===== src/rtl/uart_ctrl.sv =====
// Parametrised UART: fractional baud generator, RX/TX engines, FIFOs, sticky errors.
// Optional UART_LOOPBACK_EN adds a loopback port routing ser_out into the receiver.
module uart_ctrl_fifo #(
    parameter int W     = 8,
    parameter int DEPTH = 16,
    parameter int CNT_W = $clog2(DEPTH) + 1
) (
    input  logic             clock,
    input  logic             reset,
    input  logic             push,
    input  logic [W-1:0]     wdata,
    input  logic             pop,
    output logic [W-1:0]     rdata,
    output logic             full,
    output logic             empty,
    output logic [CNT_W-1:0] level
);
    localparam int AW = $clog2(DEPTH);

    logic [W-1:0]  mem [DEPTH];
    logic [AW-1:0] wp;
    logic [AW-1:0] rp;
    logic          wr_en;
    logic          rd_en;

    assign full  = (level == CNT_W'(DEPTH));
    assign empty = (level == '0);
    // A pop frees the slot in the same cycle, so a full FIFO still accepts.
    assign wr_en = push && (!full || pop);
    assign rd_en = pop && !empty;
    assign rdata = empty ? '0 : mem[rp];

    always_ff @(posedge clock) begin
        if (wr_en)
            mem[wp] <= wdata;
    end

    always_ff @(posedge clock) begin
        if (reset) begin
            wp    <= '0;
            rp    <= '0;
            level <= '0;
        end else begin
            if (wr_en)
                wp <= wp + AW'(1);
            if (rd_en)
                rp <= rp + AW'(1);
            unique case ({wr_en, rd_en})
                2'b10:   level <= level + CNT_W'(1);
                2'b01:   level <= level - CNT_W'(1);
                default: level <= level;
            endcase
        end
    end
endmodule

module uart_ctrl #(
    parameter int DATA_W     = 8,
    parameter int FIFO_DEPTH = 16,
    parameter int CNT_W      = $clog2(FIFO_DEPTH) + 1
) (
    input  logic              clock,
    input  logic              reset,
    input  logic              ser_in,
    output logic              ser_out,
    input  logic [11:0]       baud_freq,
    input  logic [15:0]       baud_limit,
    input  logic              parity_en,
    input  logic              parity_odd,
    input  logic              two_stop,
    input  logic [DATA_W-1:0] tx_wdata,
    input  logic              tx_wr,
    output logic              tx_full,
    output logic [CNT_W-1:0]  tx_level,
    output logic              tx_busy,
    output logic [DATA_W-1:0] rx_rdata,
    input  logic              rx_rd,
    output logic              rx_empty,
    output logic [CNT_W-1:0]  rx_level,
    output logic              err_frame,
    output logic              err_parity,
    output logic              err_overrun,
    input  logic              err_clr,
`ifdef UART_LOOPBACK_EN
    input  logic              loopback,
`endif
    output logic              baud_clk
);
    localparam logic [2:0] LAST = 3'(DATA_W - 1);

    typedef enum logic [2:0] {
        T_IDLE, T_START, T_DATA, T_PARITY, T_STOP1, T_STOP2
    } tx_state_t;

    typedef enum logic [2:0] {
        R_IDLE, R_START, R_DATA, R_PARITY, R_STOP
    } rx_state_t;

    logic [15:0] acc;
    logic [16:0] nxt;
    logic        ce;

    assign nxt      = {1'b0, acc} + {5'b0, baud_freq};
    assign baud_clk = ce;

    always_ff @(posedge clock) begin
        if (reset) begin
            acc <= '0;
            ce  <= 1'b0;
        end else if (baud_limit != '0 && nxt >= {1'b0, baud_limit}) begin
            acc <= 16'(nxt - {1'b0, baud_limit});
            ce  <= 1'b1;
        end else begin
            acc <= nxt[15:0];
            ce  <= 1'b0;
        end
    end

    logic [DATA_W-1:0] tx_head;
    logic              tx_empty;
    logic              tx_pop;
    logic              tx_last;
    tx_state_t         tx_state;
    logic [3:0]        tx_cnt;
    logic [2:0]        tx_bit;
    logic [DATA_W-1:0] tx_sh;
    logic              tx_par;
    logic              tx_pen;
    logic              tx_two;
    logic              ser_q;

    uart_ctrl_fifo #(
        .W(DATA_W), .DEPTH(FIFO_DEPTH), .CNT_W(CNT_W)
    ) u_tx_fifo (
        .clock (clock),
        .reset (reset),
        .push  (tx_wr),
        .wdata (tx_wdata),
        .pop   (tx_pop),
        .rdata (tx_head),
        .full  (tx_full),
        .empty (tx_empty),
        .level (tx_level)
    );

    // Chaining the next pop onto the final stop tick avoids an idle gap.
    assign tx_last = ce && tx_cnt == 4'd15 &&
                     ((tx_state == T_STOP1 && !tx_two) || tx_state == T_STOP2);
    assign tx_pop  = ce && !tx_empty && (tx_state == T_IDLE || tx_last);
    assign tx_busy = !tx_empty || tx_state != T_IDLE;

    always_ff @(posedge clock) begin
        if (reset) begin
            tx_state <= T_IDLE;
            tx_cnt   <= '0;
            tx_bit   <= '0;
            tx_sh    <= '0;
            tx_par   <= 1'b0;
            tx_pen   <= 1'b0;
            tx_two   <= 1'b0;
            ser_q    <= 1'b1;
        end else if (tx_pop) begin
            tx_state <= T_START;
            tx_cnt   <= '0;
            tx_sh    <= tx_head;
            tx_par   <= parity_odd ? ~^tx_head : ^tx_head;
            tx_pen   <= parity_en;
            tx_two   <= two_stop;
            ser_q    <= 1'b0;
        end else if (ce) begin
            tx_cnt <= tx_cnt + 4'd1;
            if (tx_cnt == 4'd15) begin
                unique case (tx_state)
                    T_IDLE: ;
                    T_START: begin
                        tx_state <= T_DATA;
                        tx_bit   <= '0;
                        ser_q    <= tx_sh[0];
                    end
                    T_DATA: begin
                        if (tx_bit == LAST) begin
                            tx_state <= tx_pen ? T_PARITY : T_STOP1;
                            ser_q    <= tx_pen ? tx_par : 1'b1;
                        end else begin
                            tx_bit <= tx_bit + 3'd1;
                            tx_sh  <= tx_sh >> 1;
                            ser_q  <= tx_sh[1];
                        end
                    end
                    T_PARITY: begin
                        tx_state <= T_STOP1;
                        ser_q    <= 1'b1;
                    end
                    T_STOP1:
                        tx_state <= tx_two ? T_STOP2 : T_IDLE;
                    T_STOP2:
                        tx_state <= T_IDLE;
                    default:
                        tx_state <= T_IDLE;
                endcase
            end
        end
    end

    logic [1:0]        rx_sync;
    logic              rx_in;
    rx_state_t         rx_state;
    logic [3:0]        rx_cnt;
    logic [2:0]        rx_bit;
    logic [DATA_W-1:0] rx_sh;
    logic              rx_pbit;
    logic              rx_pen;
    logic              rx_odd;
    logic              rx_push;
    logic              rx_full;
    logic              ev_frame;
    logic              ev_parity;
    logic              ev_overrun;

    always_ff @(posedge clock) begin
        if (reset)
            rx_sync <= 2'b11;
        else
            rx_sync <= {rx_sync[0], ser_in};
    end

`ifdef UART_LOOPBACK_EN
    assign rx_in   = loopback ? ser_q : rx_sync[1];
    assign ser_out = loopback ? 1'b1 : ser_q;
`else
    assign rx_in   = rx_sync[1];
    assign ser_out = ser_q;
`endif

    assign rx_push    = ce && rx_state == R_STOP && rx_cnt == 4'd15;
    assign ev_frame   = rx_push && !rx_in;
    assign ev_parity  = rx_push && rx_pen &&
                        (rx_pbit != (rx_odd ? ~^rx_sh : ^rx_sh));
    assign ev_overrun = rx_push && rx_full && !rx_rd;

    uart_ctrl_fifo #(
        .W(DATA_W), .DEPTH(FIFO_DEPTH), .CNT_W(CNT_W)
    ) u_rx_fifo (
        .clock (clock),
        .reset (reset),
        .push  (rx_push),
        .wdata (rx_sh),
        .pop   (rx_rd),
        .rdata (rx_rdata),
        .full  (rx_full),
        .empty (rx_empty),
        .level (rx_level)
    );

    always_ff @(posedge clock) begin
        if (reset) begin
            rx_state <= R_IDLE;
            rx_cnt   <= '0;
            rx_bit   <= '0;
            rx_sh    <= '0;
            rx_pbit  <= 1'b0;
            rx_pen   <= 1'b0;
            rx_odd   <= 1'b0;
        end else if (ce) begin
            unique case (rx_state)
                R_IDLE: begin
                    if (!rx_in) begin
                        rx_state <= R_START;
                        rx_cnt   <= '0;
                        rx_pen   <= parity_en;
                        rx_odd   <= parity_odd;
                    end
                end
                R_START: begin
                    if (rx_cnt == 4'd7) begin
                        rx_cnt   <= '0;
                        rx_bit   <= '0;
                        rx_state <= rx_in ? R_IDLE : R_DATA;
                    end else begin
                        rx_cnt <= rx_cnt + 4'd1;
                    end
                end
                R_DATA: begin
                    rx_cnt <= rx_cnt + 4'd1;
                    if (rx_cnt == 4'd15) begin
                        rx_sh <= {rx_in, rx_sh[DATA_W-1:1]};
                        if (rx_bit == LAST)
                            rx_state <= rx_pen ? R_PARITY : R_STOP;
                        else
                            rx_bit <= rx_bit + 3'd1;
                    end
                end
                R_PARITY: begin
                    rx_cnt <= rx_cnt + 4'd1;
                    if (rx_cnt == 4'd15) begin
                        rx_pbit  <= rx_in;
                        rx_state <= R_STOP;
                    end
                end
                R_STOP: begin
                    rx_cnt <= rx_cnt + 4'd1;
                    if (rx_cnt == 4'd15)
                        rx_state <= R_IDLE;
                end
                default:
                    rx_state <= R_IDLE;
            endcase
        end
    end

    // A set event outranks a simultaneous clear.
    always_ff @(posedge clock) begin
        if (reset) begin
            err_frame   <= 1'b0;
            err_parity  <= 1'b0;
            err_overrun <= 1'b0;
        end else begin
            err_frame   <= ev_frame   | (err_frame   & ~err_clr);
            err_parity  <= ev_parity  | (err_parity  & ~err_clr);
            err_overrun <= ev_overrun | (err_overrun & ~err_clr);
        end
    end
endmodule


===== config.mk =====
export PLATFORM = sky130hd
export DESIGN_NAME = uart_ctrl
export DESIGN_NICKNAME = d
export VERILOG_FILES = /design/src/rtl/uart_ctrl.sv
export SDC_FILE = /design/constraint.sdc
export NUM_CORES = 1
export LEC_CHECK = 0
export CAP_MARGIN = 25
export CORE_MARGIN = 2
export CORE_UTILIZATION = 27
export DETAILED_ROUTE_END_ITERATION = 8
export GPL_TIMING_DRIVEN = 0
export PLACE_DENSITY = 0.39
export REMOVE_ABC_BUFFERS = 1
export SETUP_SLACK_MARGIN = 0.2
export SYNTH_ARGS = -nofsm -noshare
export SYNTH_HDL_FRONTEND = slang
export SYNTH_SLANG_ARGS = --single-unit

===== constraint.sdc =====
create_clock -name clock -period 8.8 [get_ports clock]
set_clock_uncertainty 0.2 [all_clocks]
set_input_delay 2.64 -clock clock [delete_from_list [all_inputs] [get_ports clock]]
set_output_delay 2.64 -clock clock [all_outputs]
set_load 0.02 [all_outputs]

# Yosys cells after proc, flatten, opt, wreduce, memory -nomap -nowiden
# Memory sizes are Yosys's and may differ from the RTL's. A register that Yosys moved wholly into a read port is not among the register bits.
# Cells that the tools add are included.
# word_totals
register_bits	91
ram_bits	256
input_bits	45
out_inout_bits	26
elab_cells	201
mem_count	2
# op_classes
n_addsub	14
magnitude_cmp	1
eq_ne	33
muxes	52
bitwise_logic	10
n_reduce_logical	61
# mem_list
memory	depth	width	read_ports	rd_clocked_by_memory_dff	wr	line_no	text
u_rx_fifo.mem	16	8	1	1	1	20	logic [W-1:0] mem [DEPTH];
u_tx_fifo.mem	16	8	1	1	1	20	
# op_table
operator	n
two-way mux 8 bit	7
two-way mux 3 bit	14
case mux 3 bit (5 select lines)	2
adder 4 x 1 -> 4 bit, second input constant	6
two-way mux 4 bit	6
case mux 5 bit (2 select lines)	2
adder 16 x 12 -> 17 bit	1
>= comparator 17 x 16 -> 1 bit	1
logical AND 1 bit	17
two-way mux 16 bit	1
!= test 2 bit, second input constant	8
nonzero test 16 bit	1
XNOR reduction 8 bit	2
parity 8 bit	2
subtractor 16 bit	1
equality test 3 bit, second input constant	5
two-way mux 1 bit	15
AND reduction 3 bit	5
nonzero test 2 bit	7
equality test 3 x 2 -> 1 bit, second input constant	4
case mux 3 bit (2 select lines)	2
case mux 4 bit (3 select lines)	1
AND reduction 4 bit	3
adder 5 x 1 -> 5 bit, second input constant	2
26 further kinds	56

# Longest topological paths before layout
# Gate-level depths: netlist of the first run.
# depth
depth_word	10
mapped_depth	20
depth_no_buf	18

# Modules after synthesis
# From an unflattened synthesis of the first run, not the netlist that was laid out.
# hier_totals
cells_unflattened	1211
area_unflattened_um2	16477.1
# by_module_without_submodules
mod	n_inst	cells_each	area_each_um2	seq_area_each_um2
uart_ctrl_fifo (u_rx_fifo)	1	336	6037.0	4184.0
uart_ctrl_fifo (u_tx_fifo)	1	334	6010.8	4184.0
uart_ctrl	1	541	4429.2	1301.2

# Least setup slack after synthesis of the first run
# No wires, ideal clock.
# synth_timing
path_type	input port to flip-flop
start	input port baud_freq[0]
end	register acc[0]
setup_time_ps	86
arrival_time_ps	6363
required_time_ps	8514
path_slack_ps	2152
path_stages	19
n_path_buf	2
path_cell_list	ha_1 -> fa_1 -> a21o_1 -> a21oi_1 -> o21ai_0 -> a31oi_1 -> o21bai_1 -> a21oi_1 -> xnor2_1 -> ha_1 -> a21o_1 -> a21o_1 -> a21oi_1 -> o21ai_0 -> a211oi_1 -> a31oi_1 -> buf_2 -> clkbuf_1 -> a211oi_1
# synth_via
elab_chain_len	4
word_cells_on_any_way	5
cone_classes	add/sub (2); order compare (1); mux (1); reduce/logical (1)
# synth_lines
item	line_no	text
from (decl)	66	input logic [11:0] baud_freq,
adder 16 x 12 -> 17 bit *	103	assign nxt = {1'b0, acc} + {5'b0, baud_freq};
>= comparator 17 x 16 -> 1 bit	110	end else if (baud_limit != '0 && nxt >= {1'b0, baud_limit}) begin
logical AND 1 bit	110	
two-way mux 16 bit *	110	
to (signal assigned)	111	acc <= 16'(nxt - {1'b0, baud_limit});
to (signal assigned)	114	acc <= nxt[15:0];
to (decl)	99	logic [15:0] acc;
# Every way passes the cells marked *; elsewhere a longest branch is shown, timed or not.
# A chain may end at the register's enable or synchronous reset.

# Final worst setup path of the first run
# layout_timing
start	input port baud_freq[0]
end	register acc[6]
# Same word-level chain as after synthesis.

==> results of run 1 <==
==> path summary, 6_finish.rpt <==
check | depth (start not counted) | from | endpoint
worst max-delay path | 20 | baud_freq[0] | acc[6]
worst min-delay path | 1 | rx_sync[0] | rx_sync[1]
worst max register to register | 19 | acc[0] | acc[6]
worst min register to register | 1 | rx_sync[0] | rx_sync[1]
==> per-stage QoR <==
stage                     setup WS, ns  cells  area (µm²)  total power [mW]  hold WS (ns)
after global placement         0.03428   1903       17220             2.884        0.2009
after global routing             1.183   1999       18910             4.863        0.2348
after detailed placement        0.9496   1919       17510             2.898        0.1968
after floorplan                  1.840   1068       15560             2.633        0.1895
after CTS                        1.563   1999       18910             4.682        0.2222
final                            1.586   1999       18910             4.602        0.2169
==> cells by family after synthesis <==
| group | after synthesis | share of synthesized area (%) |
|---|---|---|
| AO/OA/AOI/OAI | 164 | 6.530 |
| buffers and inverters | 99 | 2.647 |
| AND/OR/NAND/NOR | 273 | 8.178 |
| multiplexers | 104 | 13.07 |
| XOR/XNOR | 66 | 3.709 |
| flip-flops | 355 | 61.24 |
| adder cells (fa/ha/maj) | 56 | 4.628 |
==> sequential cells by signal (all words and copies together) (netlist names), 2 cells and up, named ones only <==
signal and cells:
rx_bit 3, acc 16, u_rx_fifo.level 5, u_tx_fifo.mem 128, tx_sh 8, rx_cnt 4
u_tx_fifo.level 5, rx_state 3, tx_cnt 4, u_tx_fifo.wp 4, rx_sync 2, u_rx_fifo.wp 4
u_rx_fifo.mem 128, u_tx_fifo.rp 4, u_rx_fifo.rp 4, tx_state 3, rx_sh 8, tx_bit 3
==> report_power, final <==
| part | switching, mW | total (mW) | internal (mW) |
|---|---|---|---|
| Combinational | 0.521 | 0.967 | 0.446 |
| Sequential | 0.0457 | 1.88 | 1.83 |
| Clock | 0.709 | 1.75 | 1.05 |
==> area by class of cell <==
cell class,count,area (µm²),share of cell area [%]
clock buffers,62,1249,6.603
clock inverters,18,153.9,0.8138
inverters,50,187.7,0.9925
multi-input cells,663,5776,30.54
flip-flops and latches,355,9674,51.16
well taps,765,957.2,5.062
repair buffers,86,913.4,4.830
==> layout by cell type (no fill, tap or decap), types with 5 or more instances in the layout <==
| cell | instances |
|---|---|
| sky130_fd_sc_hd__nand2_1 | 48 |
| sky130_fd_sc_hd__clkbuf_1 | 10 |
| sky130_fd_sc_hd__o21bai_1 | 8 |
| sky130_fd_sc_hd__nor2_1 | 116 |
| sky130_fd_sc_hd__clkinv_1 | 6 |
| sky130_fd_sc_hd__clkbuf_8 | 8 |
| sky130_fd_sc_hd__nor3_1 | 11 |
| sky130_fd_sc_hd__nor3_2 | 8 |
| sky130_fd_sc_hd__nor2b_1 | 16 |
| sky130_fd_sc_hd__a21oi_1 | 62 |
| sky130_fd_sc_hd__clkdlybuf4s50_1 | 69 |
| sky130_fd_sc_hd__inv_1 | 50 |
| sky130_fd_sc_hd__ha_1 | 52 |
| sky130_fd_sc_hd__buf_6 | 6 |
| sky130_fd_sc_hd__clkbuf_16 | 44 |
| sky130_fd_sc_hd__xor2_1 | 25 |
| sky130_fd_sc_hd__nand3_1 | 10 |
| sky130_fd_sc_hd__a22oi_1 | 17 |
| sky130_fd_sc_hd__dfxtp_1 | 95 |
| sky130_fd_sc_hd__mux4_1 | 19 |
| sky130_fd_sc_hd__nand2b_1 | 9 |
| sky130_fd_sc_hd__nand4_1 | 10 |
| sky130_fd_sc_hd__nor3b_1 | 6 |
| sky130_fd_sc_hd__o21ai_0 | 23 |
| sky130_fd_sc_hd__a31oi_1 | 5 |
| sky130_fd_sc_hd__and2_1 | 6 |
| sky130_fd_sc_hd__o21a_1 | 7 |
| sky130_fd_sc_hd__clkinv_2 | 6 |
| sky130_fd_sc_hd__nand3b_1 | 5 |
| sky130_fd_sc_hd__buf_4 | 5 |
| sky130_fd_sc_hd__edfxtp_1 | 256 |
| sky130_fd_sc_hd__xnor2_1 | 40 |
| sky130_fd_sc_hd__mux4_2 | 57 |
| sky130_fd_sc_hd__or2_2 | 5 |
| sky130_fd_sc_hd__a21o_1 | 17 |
| sky130_fd_sc_hd__a211oi_1 | 8 |
| sky130_fd_sc_hd__mux2i_1 | 28 |
| sky130_fd_sc_hd__or3_1 | 5 |
==> routing by layer <==
metal	up-vias	GRT usage, %	routed length (µm)
li1	4396	-	-
met1	4495	16.19	16870
met2	124	20.77	17540
met3	57	2.292	1142
met4	0	3.761	795
met5	-	0	0
==> critical path, cell delays in order <==
cell and delay, ns:
sky130_fd_sc_hd__clkdlybuf4s50_1 0.41, sky130_fd_sc_hd__ha_1 0.23, sky130_fd_sc_hd__fa_1 0.40, sky130_fd_sc_hd__a21o_1 0.17
sky130_fd_sc_hd__a21oi_1 0.29, sky130_fd_sc_hd__o21ai_0 0.17, sky130_fd_sc_hd__a31oi_1 0.49, sky130_fd_sc_hd__o21bai_1 0.11
sky130_fd_sc_hd__a21oi_1 0.23, sky130_fd_sc_hd__xnor2_1 0.18, sky130_fd_sc_hd__ha_1 0.32, sky130_fd_sc_hd__a21o_1 0.21
sky130_fd_sc_hd__a21o_1 0.17, sky130_fd_sc_hd__a21oi_1 0.18, sky130_fd_sc_hd__o21ai_0 0.10, sky130_fd_sc_hd__a211oi_1 0.38
sky130_fd_sc_hd__a31oi_2 0.31, sky130_fd_sc_hd__buf_8 0.25, sky130_fd_sc_hd__mux2i_1 0.15, sky130_fd_sc_hd__nor2_1 0.06
==> results_dict.tcl, run 1 <==
set metrics [dict create \
    outcome "complete, no violations" \
    cts_hold_buffers 0 \
    detailedPlacementHpwl_um 25000 \
    dieArea_um2 60430 \
    synth.ff_latch_count 355 \
    core_rows 88 \
    worst_ir_drop_vdd_uv 130.3 \
    critPathCaptureType "flop" \
    worst_setup_path_start_kind "input pin" \
    drv_slew 0 \
    yosys.area.top_type "sky130_fd_sc_hd__edfxtp_1" \
    netlist.area_leader.share_pct 48.69 \
    yosys.cell_count.top_type "sky130_fd_sc_hd__edfxtp_1" \
    finalWorstPathRequiredPeriod_ns 7.214 \
    synth_cell_count_leaders "sky130_fd_sc_hd__edfxtp_1, sky130_fd_sc_hd__nor2_1, sky130_fd_sc_hd__dfxtp_1" \
    final_util_pct 32.71 \
    report.final.hold_viol_count 0 \
    crit_type "input pin to flop" \
    wl_um 36360 \
    initial_core_util_pct 27.31 \
    worst_slew_margin_rel_pct 33.47 \
    tritoncts.num_buffers 43 \
    worst_ep_required_time_ns 9.05 \
    setup-violations-final 0 \
    syn-cell-area_um2 15790 \
    design.core.area_um2 57810 \
    power_per_cell_area_nw_per_um2 243.4 \
    reg2reg_setup_slack_ns 3.80 \
    ys_seq_area_share_pct 61.24 \
    chipHeight_um 245.8 \
    syn-mean-instance-area_um2 14.14 \
    antenna_found_initial 0 \
    drive_above_1_share_pct 13.29 \
    cts_num_sinks 355 \
    yosys_warnings 0 \
    postSynthCellCount 1117 \
    hold_class "flop to flop" \
    cts_htree_levels 2 \
    worstSkewPairLatency_ns 0.56 \
    synthToLayoutAreaGrowth_pct 19.77 \
    period_share_pct 81.98 \
    dr.first_iter.drc_count 460 \
    portBuffers 70 \
    crit_fanout 14 \
    average_routed_wire_per_standard_cell_um 18.19 \
    max_slew.worst_pin.slew_ns 0.9943 \
    drt_drc_violations_left 0 \
    finalSetupTns_ns 0 \
    ctsResizeCount 0 \
    synth_async_sr_flop_share_pct 0 \
    first_global_vias 9517 \
    drv.max_cap_violation_count 0 \
    clk_root_buffer_cell "sky130_fd_sc_hd__clkbuf_16" \
    globalRouteOverflowTotal 0 \
    filler_cell_count 5691 \
    grt_first_pass_wirelength_um 57260 \
    post_synth_main_area_contributors "sky130_fd_sc_hd__edfxtp_1, sky130_fd_sc_hd__dfxtp_1, sky130_fd_sc_hd__mux4_2" \
    yosys.cell_types.count 58 \
    fmax_ghz 0.1386 \
    track_usage_pct 12.38 \
    via_count 9072 \
    antenna-diode-count 0 \
    synth-edff-count 256 \
    power_leakage_nw 6.357 \
    unrepaired_setup_endpoints_after_global_routing "false" \
    clkSlewWorstSetupHoldPaths_ns 0.06 \
    cts_post_setup_buffers_inserted 0 \
    fin_nets 1300 \
    ioPinCount 71 \
    max-clock-path-buffers 3 \
    grt_start_max_net_pins 51 \
    synth-main-ff-cell "sky130_fd_sc_hd__edfxtp_1" \
    final_antenna_net_count 0 \
    clock_tree_from_tritoncts "yes" \
    crit_arrival_ns 7.46 \
    route.detailed.vias_per_inst 4.538 \
    horiz_die_dim_um 245.8 \
    drt_pre_antenna_iters 5 \
    finalWeightedCongestion 0.7389 \
]
No activity file was read; power rests on OpenSTA's default activity.
==> inputs of run 2 (changes only) <==
PLACE_DENSITY = 0.4   (was 0.39)
clock period = 5.81 ns   (was 8.8 ns; I/O delays follow)
==> run 2 against run 1 <==
Effect of this change: routed wire length decreased by 2.0%; sequential share of layout area decreased by 0.47 points; largest cell class unchanged; die area unchanged.
==> results_dict.tcl, run 2 (synthesis results as in run 1) <==
set metrics [dict create \
    area_taken_by_flip_flops_and_latches_um2 9674 \
    total_switching_power_mw 1.975 \
    fin_nets 1307 \
    worst_setup_path_start_kind "input pin" \
    dpl-instance-area_um2 17450 \
    core_rows 88 \
    crit_arrival_ns 5.60 \
    grt_first_pass_wirelength_um 55390 \
    route.detailed.vias_per_inst 4.519 \
    fmax_ghz 0.1866 \
    drt_drc_violations_left 0 \
    dr.first_iter.drc_count 493 \
    report.final.hold_viol_count 0 \
    max-clock-path-buffers 3 \
    antenna_found_initial 0 \
    placed_insts 1913 \
    cts_hold_buffers 0 \
    totalPowerFinal_mw 7.159 \
    path_buf_inv 4 \
    first_global_vias 9249 \
    clk_root_buffer_cell "sky130_fd_sc_hd__clkbuf_16" \
    worst_ep_required_time_ns 6.05 \
    unrepaired_setup_endpoints_after_global_routing "false" \
    finish.instance_area_um2 19080 \
    finalWeightedCongestion 0.7540 \
    ordered_list_of_cells_on_the_worst_path "clkdlybuf4s50_1 -> ha_1 -> a21oi_2 -> o21bai_2 -> a211oi_2 -> o41a_1 -> o21bai_1 -> xor2_1 -> ha_1 -> a21o_1 -> a21oi_2 -> o21ai_2 -> a211oi_2 -> buf_4 -> a31oi_4 -> buf_12 -> buf_8 -> mux2i_2 -> nor2_1" \
    ioPinCount 71 \
    period_share_pct 92.24 \
    average_routed_wire_per_standard_cell_um 17.76 \
    synthToLayoutAreaGrowth_pct 20.87 \
    via_count 9061 \
    crit_fanout 6 \
    worst_slew_margin_rel_pct 32.33 \
    multiInputGateArea_um2 5873 \
    drv_slew 0 \
    crit_path_max_incr_delay_ns 0.46 \
    dieArea_um2 60430 \
    finalWorstPathRequiredPeriod_ns 5.359 \
    portBuffers 70 \
    critPathCaptureType "flop" \
    cp_slowest_cell "sky130_fd_sc_hd__o41a_1" \
    finalSetupTns_ns 0 \
    cts_htree_levels 2 \
    detailedPlacementHpwl_um 24090 \
    design.core.area_um2 57810 \
    reg.largest.list "u_rx_fifo.mem (128), u_tx_fifo.mem (128), acc (16)" \
    track_usage_pct 11.95 \
    globalRouteOverflowTotal 0 \
    grt_start_max_net_pins 64 \
    drv.max_cap_violation_count 0 \
    worst_ir_drop_vdd_uv 204.0 \
    power_leakage_nw 6.437 \
    clkSlewWorstSetupHoldPaths_ns 0.06 \
    chipHeight_um 245.8 \
    cts_num_sinks 355 \
    crit_type "input pin to flop" \
    worstSkewPairLatency_ns 0.56 \
    max_slew.worst_pin.slew_ns 1.011 \
    switching_share_pct 27.59 \
    finalNonFillerCells 2005 \
    hold_class "flop to flop" \
    sequentialPowerShare_pct 39.7 \
    drive_above_1_share_pct 14.84 \
    tritoncts.num_buffers 42 \
    setup-violations-final 0 \
    p_int_mw 5.184 \
    clock_tree_from_tritoncts "yes" \
    horiz_die_dim_um 245.8 \
    outcome "complete, no violations" \
    layout_commonest_cell "sky130_fd_sc_hd__edfxtp_1" \
    final_util_pct 33.02 \
    initial_core_util_pct 27.31 \
    combinationalPowerShare_pct 22.9 \
    drt_pre_antenna_iters 5 \
    mostFrequentLayoutCells "sky130_fd_sc_hd__edfxtp_1, sky130_fd_sc_hd__nor2_1, sky130_fd_sc_hd__dfxtp_1" \
    timing.critical_path.max_delay_family "compound AO/OA/AOI/OAI gates" \
    filler_cell_count 5700 \
    power_frac_clock_pct 37.4 \
    antenna-diode-count 0 \
    wl_um 35620 \
    power_per_cell_area_nw_per_um2 375.1 \
    final_antenna_net_count 0 \
]
run 2: cell count changes in the layout (fill, tap and decap cells not counted), moves of 3 or more:
| cell | before | now |
|---|---|---|
| sky130_fd_sc_hd__clkbuf_1 | 10 | 14 |
| sky130_fd_sc_hd__o21ai_0 | 23 | 19 |
| sky130_fd_sc_hd__buf_6 | 6 | 2 |
| sky130_fd_sc_hd__a211oi_1 | 8 | 5 |
| sky130_fd_sc_hd__a21oi_1 | 62 | 58 |
| sky130_fd_sc_hd__a21oi_2 | 0 | 3 |
| sky130_fd_sc_hd__buf_4 | 5 | 14 |
| sky130_fd_sc_hd__clkinv_2 | 6 | 3 |
| sky130_fd_sc_hd__a211oi_2 | 0 | 3 |
run 2: worst paths after layout:
path | start | to | cells after the start | slack [ns]
hold / removal | rx_sync[0] | rx_sync[1] | 1 | 0.23
hold reg to reg | rx_sync[0] | rx_sync[1] | 1 | 0.23
setup / recovery | baud_freq[2] | acc[9] | 19 | 0.45
setup reg to reg | acc[0] | acc[9] | 21 | 1.55
run 2: worst register-to-register path, stage by stage, from the launching register on:
cell	delay [ns]
sky130_fd_sc_hd__dfxtp_1	0.30
sky130_fd_sc_hd__ha_2	0.19
sky130_fd_sc_hd__fa_2	0.37
sky130_fd_sc_hd__a21o_1	0.21
sky130_fd_sc_hd__a21oi_4	0.16
sky130_fd_sc_hd__o21ai_2	0.09
sky130_fd_sc_hd__a31oi_2	0.23
sky130_fd_sc_hd__o21bai_1	0.13
sky130_fd_sc_hd__a21oi_2	0.21
sky130_fd_sc_hd__xnor2_2	0.15
sky130_fd_sc_hd__ha_1	0.27
sky130_fd_sc_hd__a21o_1	0.17
sky130_fd_sc_hd__a21o_1	0.18
sky130_fd_sc_hd__a21oi_2	0.17
sky130_fd_sc_hd__o21ai_2	0.10
sky130_fd_sc_hd__a211oi_2	0.21
sky130_fd_sc_hd__buf_4	0.16
sky130_fd_sc_hd__a31oi_4	0.09
sky130_fd_sc_hd__buf_12	0.15
sky130_fd_sc_hd__buf_8	0.14
sky130_fd_sc_hd__mux2i_2	0.19
sky130_fd_sc_hd__nor2_1	0.05
run 2: cell type report:
type                            count  share of cell area [%]
Multi-Input combinational cell    663                   30.77
Tap cell                          765                   5.015
Sequential cell                   355                   50.69
Clock buffer                       63                   6.346
Clock inverter                     15                  0.9965
Inverter                           50                  0.9834
Timing Repair Buffer               94                   5.192
run 2: power by group through the flow:
stage | Sequential [mW] | Combinational [mW] | Clock, mW
after global routing | 2.86 | 1.81 | 2.86
final | 2.85 | 1.64 | 2.67
after detailed placement | 2.90 | 1.48 | 0
after floorplan | 2.90 | 1.09 | 0
after CTS | 2.85 | 1.54 | 2.76
after global placement | 2.91 | 1.45 | 0
run 2: stage by stage:
stage               hold slack [ns]  setup WS, ns
floorplan                    0.1895       -0.2530
global placement             0.2050        -2.253
detailed placement           0.2019        -1.335
CTS                          0.2358        0.2345
global route                 0.2606        0.2642
finish                       0.2297        0.4511
run 2: per-layer routing:
metal	part of all wire, %	wire, µm	global-route usage (%)	up-vias
met4	2.1	751	3.405	0
met1	47	16580	15.65	4497
li1	-	-	-	4403
met3	3.1	1088	2.183	54
met2	48	17190	20.14	107
met5	0	0	0	-
run 2: repair_timing:
action,in CTS,in global routing
buffers inserted,4,6
gates cloned,0,1
setup endpoints to repair,17,16
resized for setup,10,16
pin swaps,6,20
==> inputs of run 3 (changes only) <==
ABC_AREA = 1   (was not set)
TNS_END_PERCENT = 1   (was not set)
==> run 3 against run 2 <==
Effect of this change: setup slack improved by 0.10 ns; clock power hardly changed; routed wire length grew 23%; final cell count up 29%; sequential power rose by 5%; die area rose by 4.4%; count of clock-buffer cells in the layout is 9 lower; synthesized cell count rose by 53%; global-route usage increased by 1.8 points; register-to-register slack improved by 0.11 ns; non-clock buffer count decreased by 15; critical path type unchanged.
==> results_dict.tcl, run 3 <==
set metrics [dict create \
    drt_pre_antenna_iters 5 \
    postSynthCellCount 1710 \
    ys_seq_area_share_pct 58.61 \
    filler_cell_count 6218 \
    hold_class "flop to flop" \
    worstHoldPathCells 1 \
    syn-mean-instance-area_um2 9.647 \
    worst-r2r-cell-count 14 \
    synth_cell_count_leaders "sky130_fd_sc_hd__nand2_1, sky130_fd_sc_hd__edfxtp_1, sky130_fd_sc_hd__nor2_1" \
    final_antenna_net_count 0 \
    reg.largest.list "u_rx_fifo.mem (128), u_tx_fifo.mem (128), acc (16)" \
    fin_worst_hold_slack_ns 0.2147 \
    path_buf_inv 2 \
    finalSetupTns_ns 0 \
    critical-path-top-cell-by-count "sky130_fd_sc_hd__nand2_1" \
    max_slew.worst_pin.slew_ns 0.9300 \
    period_share_pct 90.47 \
    yosys.cell_types.count 48 \
    post_synth_main_area_contributors "sky130_fd_sc_hd__edfxtp_1, sky130_fd_sc_hd__dfxtp_1, sky130_fd_sc_hd__nand2_1" \
    worst_hold_path.endpoint "rx_sync[1]" \
    cts_htree_levels 2 \
    synth.ff_latch_count 355 \
    track_usage_pct 13.77 \
    setup-violations-final 0 \
    design.core.area_um2 60360 \
    worst_slew_margin_rel_pct 37.77 \
    worstSkewPairLatency_ns 0.57 \
    power_frac_clock_pct 32.1 \
    dieArea_um2 63090 \
    netlist.area_leader.share_pct 46.60 \
    power_leakage_nw 7.728 \
    average_routed_wire_per_standard_cell_um 16.89 \
    totalPowerFinal_mw 8.362 \
    multiInputGateArea_um2 5868 \
    outcome "complete, no violations" \
    worst_ep_required_time_ns 6.05 \
    tritoncts.num_buffers 42 \
    initial_core_util_pct 27.33 \
    report.final.hold_viol_count 0 \
    sequentialPowerShare_pct 35.8 \
    clkSlewWorstSetupHoldPaths_ns 0.06 \
    drt_drc_violations_left 0 \
    synth_async_sr_flop_share_pct 0 \
    finalWorstPathRequiredPeriod_ns 5.256 \
    unrepaired_setup_endpoints_after_global_routing "true" \
    worst_setup_path_start_kind "input pin" \
    drive_above_1_share_pct 6.094 \
    cp_slowest_cell "sky130_fd_sc_hd__clkdlybuf4s50_1" \
    crit_fanout 16 \
    horiz_die_dim_um 251.2 \
    ordered_list_of_cells_on_the_worst_path "clkdlybuf4s50_1 -> ha_1 -> fa_1 -> nand3_1 -> nand2_1 -> nand2_1 -> o21ai_2 -> inv_2 -> o21ai_2 -> nand3_1 -> nor2_2 -> nor2_1 -> o21ai_0 -> nand2_1 -> ha_4 -> nand2_1 -> nor2_1 -> nand3_1 -> o2111ai_1 -> nand2_1 -> nand3_2 -> nand2_4 -> nand3_1 -> o21ai_0" \
    antenna-diode-count 0 \
    wl_um 43700 \
    detailedPlacementHpwl_um 27920 \
    fin_nets 1874 \
    max-clock-path-buffers 3 \
    cts_num_sinks 355 \
    clock_tree_from_tritoncts "yes" \
    yosys.area.top_type "sky130_fd_sc_hd__edfxtp_1" \
    core_rows 90 \
    reg2reg_setup_slack_ns 1.66 \
    yosys.cell_count.top_type "sky130_fd_sc_hd__nand2_1" \
    timing.critical_path.max_delay_family "simple AND/OR/NAND/NOR gates" \
    mostFrequentLayoutCells "sky130_fd_sc_hd__nand2_1, sky130_fd_sc_hd__edfxtp_1, sky130_fd_sc_hd__nor2_1" \
    first_global_vias 11554 \
    crit_type "input pin to flop" \
    layout_commonest_cell "sky130_fd_sc_hd__nand2_1" \
    globalRouteOverflowTotal 0 \
    drv.max_cap_violation_count 0 \
    crit_path_max_incr_delay_ns 0.50 \
    finalWeightedCongestion 0.7998 \
    synth-main-ff-cell "sky130_fd_sc_hd__edfxtp_1" \
    via_count 11881 \
    portBuffers 70 \
    synthToLayoutAreaGrowth_pct 17.99 \
    clk_root_buffer_cell "sky130_fd_sc_hd__clkbuf_16" \
    power_per_cell_area_nw_per_um2 429.6 \
    final_util_pct 32.25 \
    route.detailed.vias_per_inst 4.593 \
    area_taken_by_flip_flops_and_latches_um2 9674 \
    fmax_ghz 0.1902 \
    chipHeight_um 251.2 \
    combinationalPowerShare_pct 32.0 \
    grt_first_pass_wirelength_um 67360 \
    synth-edff-count 256 \
    syn-cell-area_um2 16500 \
    min_from "rx_sync[0]" \
    antenna_found_initial 1 \
    worstReg2RegEnd "u_tx_fifo.level[4]" \
    dr.first_iter.drc_count 656 \
    drv_slew 0 \
    worst_ir_drop_vdd_uv 176.9 \
    total_switching_power_mw 2.896 \
    ioPinCount 71 \
    critical_path.reg2reg.startpoint "u_tx_fifo.level[1]" \
    yosys_warnings 0 \
    p_int_mw 5.466 \
    grt_start_max_net_pins 68 \
    crit_arrival_ns 5.49 \
    switching_share_pct 34.63 \
    critPathCaptureType "flop" \
]
## run 3: power by group through the flow
stage	registers, mW	logic [mW]	clock network [mW]
global route	3.02	3.03	2.87
detailed placement	3.06	2.68	0
global placement	3.12	2.56	0
CTS	3.00	2.70	2.78
floorplan	3.05	1.80	0
finish	3.00	2.68	2.69
## run 3: metal layers
metal | wire length, µm | vias to the layer above | share of wire, % | global-route usage [%]
met5 | 13 | - | 0.030 | 0
li1 | - | 5985 | - | -
met2 | 20440 | 177 | 47 | 22.81
met3 | 1555 | 60 | 3.6 | 1.988
met4 | 895 | 2 | 2.0 | 4.014
met1 | 20790 | 5657 | 48 | 18.68
## run 3: layout make-up
cell class | count | area share (%)
Tap cell | 782 | 5.027
Sequential cell | 355 | 49.70
Timing Repair Buffer | 79 | 4.442
Clock inverter | 22 | 1.343
Clock buffer | 54 | 5.843
Inverter | 180 | 3.497
Multi-Input combinational cell | 1115 | 30.15
## run 3: per-stage QoR
step,area (µm²),std cells,worst slack [ns]
floorplan,16180,1649,0.9484
detailed placement,18020,2509,-0.2769
global placement,17860,2501,-0.9726
finish,19460,2587,0.5535
CTS,19420,2585,0.3243
global route,19460,2587,0.1913
## run 3: timing repair
action / in CTS / in global routing
hold buffers: 0 / 0
gates resized for setup: 0 / 5
setup endpoints to repair: 0 / 17
setup buffers: 0 / 1
## run 3: how the worst max path moves through the flow
stage | cells after the start | startpoint | slack (ns) | end
detailed placement | 24 | baud_freq[0] | -0.28 | acc[14]
global placement | 8 | flop | -0.97 | rx_rdata[1]
floorplan | 23 | baud_freq[0] | 0.95 | acc[14]
CTS | 24 | baud_freq[0] | 0.32 | acc[14]
global route | 24 | baud_freq[0] | 0.19 | acc[15]
finish | 24 | baud_freq[0] | 0.55 | acc[4]
## run 3: cells by family after synthesis
family | share of synthesized area (%)
and+or+nand+nor | 18.02
AOI/OAI and AO/OA | 10.28
buffers and inverters | 6.007
DFF | 58.61
adders and majority gates | 4.429
xor gates and xnor gates | 2.655
## run 3: worst register-to-register path, stage by stage, from the launching register on
cell and delay, ns:
sky130_fd_sc_hd__dfxtp_1 0.35, sky130_fd_sc_hd__nor4_1 0.48, sky130_fd_sc_hd__nand2_1 0.42, sky130_fd_sc_hd__nand3_1 0.67, sky130_fd_sc_hd__inv_1 0.41, sky130_fd_sc_hd__ha_1 0.40
sky130_fd_sc_hd__ha_1 0.35, sky130_fd_sc_hd__nand2_1 0.07, sky130_fd_sc_hd__nand2_1 0.05, sky130_fd_sc_hd__a31oi_1 0.14, sky130_fd_sc_hd__inv_1 0.07, sky130_fd_sc_hd__o21ai_0 0.15
sky130_fd_sc_hd__a21oi_1 0.08, sky130_fd_sc_hd__o21ai_0 0.16, sky130_fd_sc_hd__a21oi_1 0.05
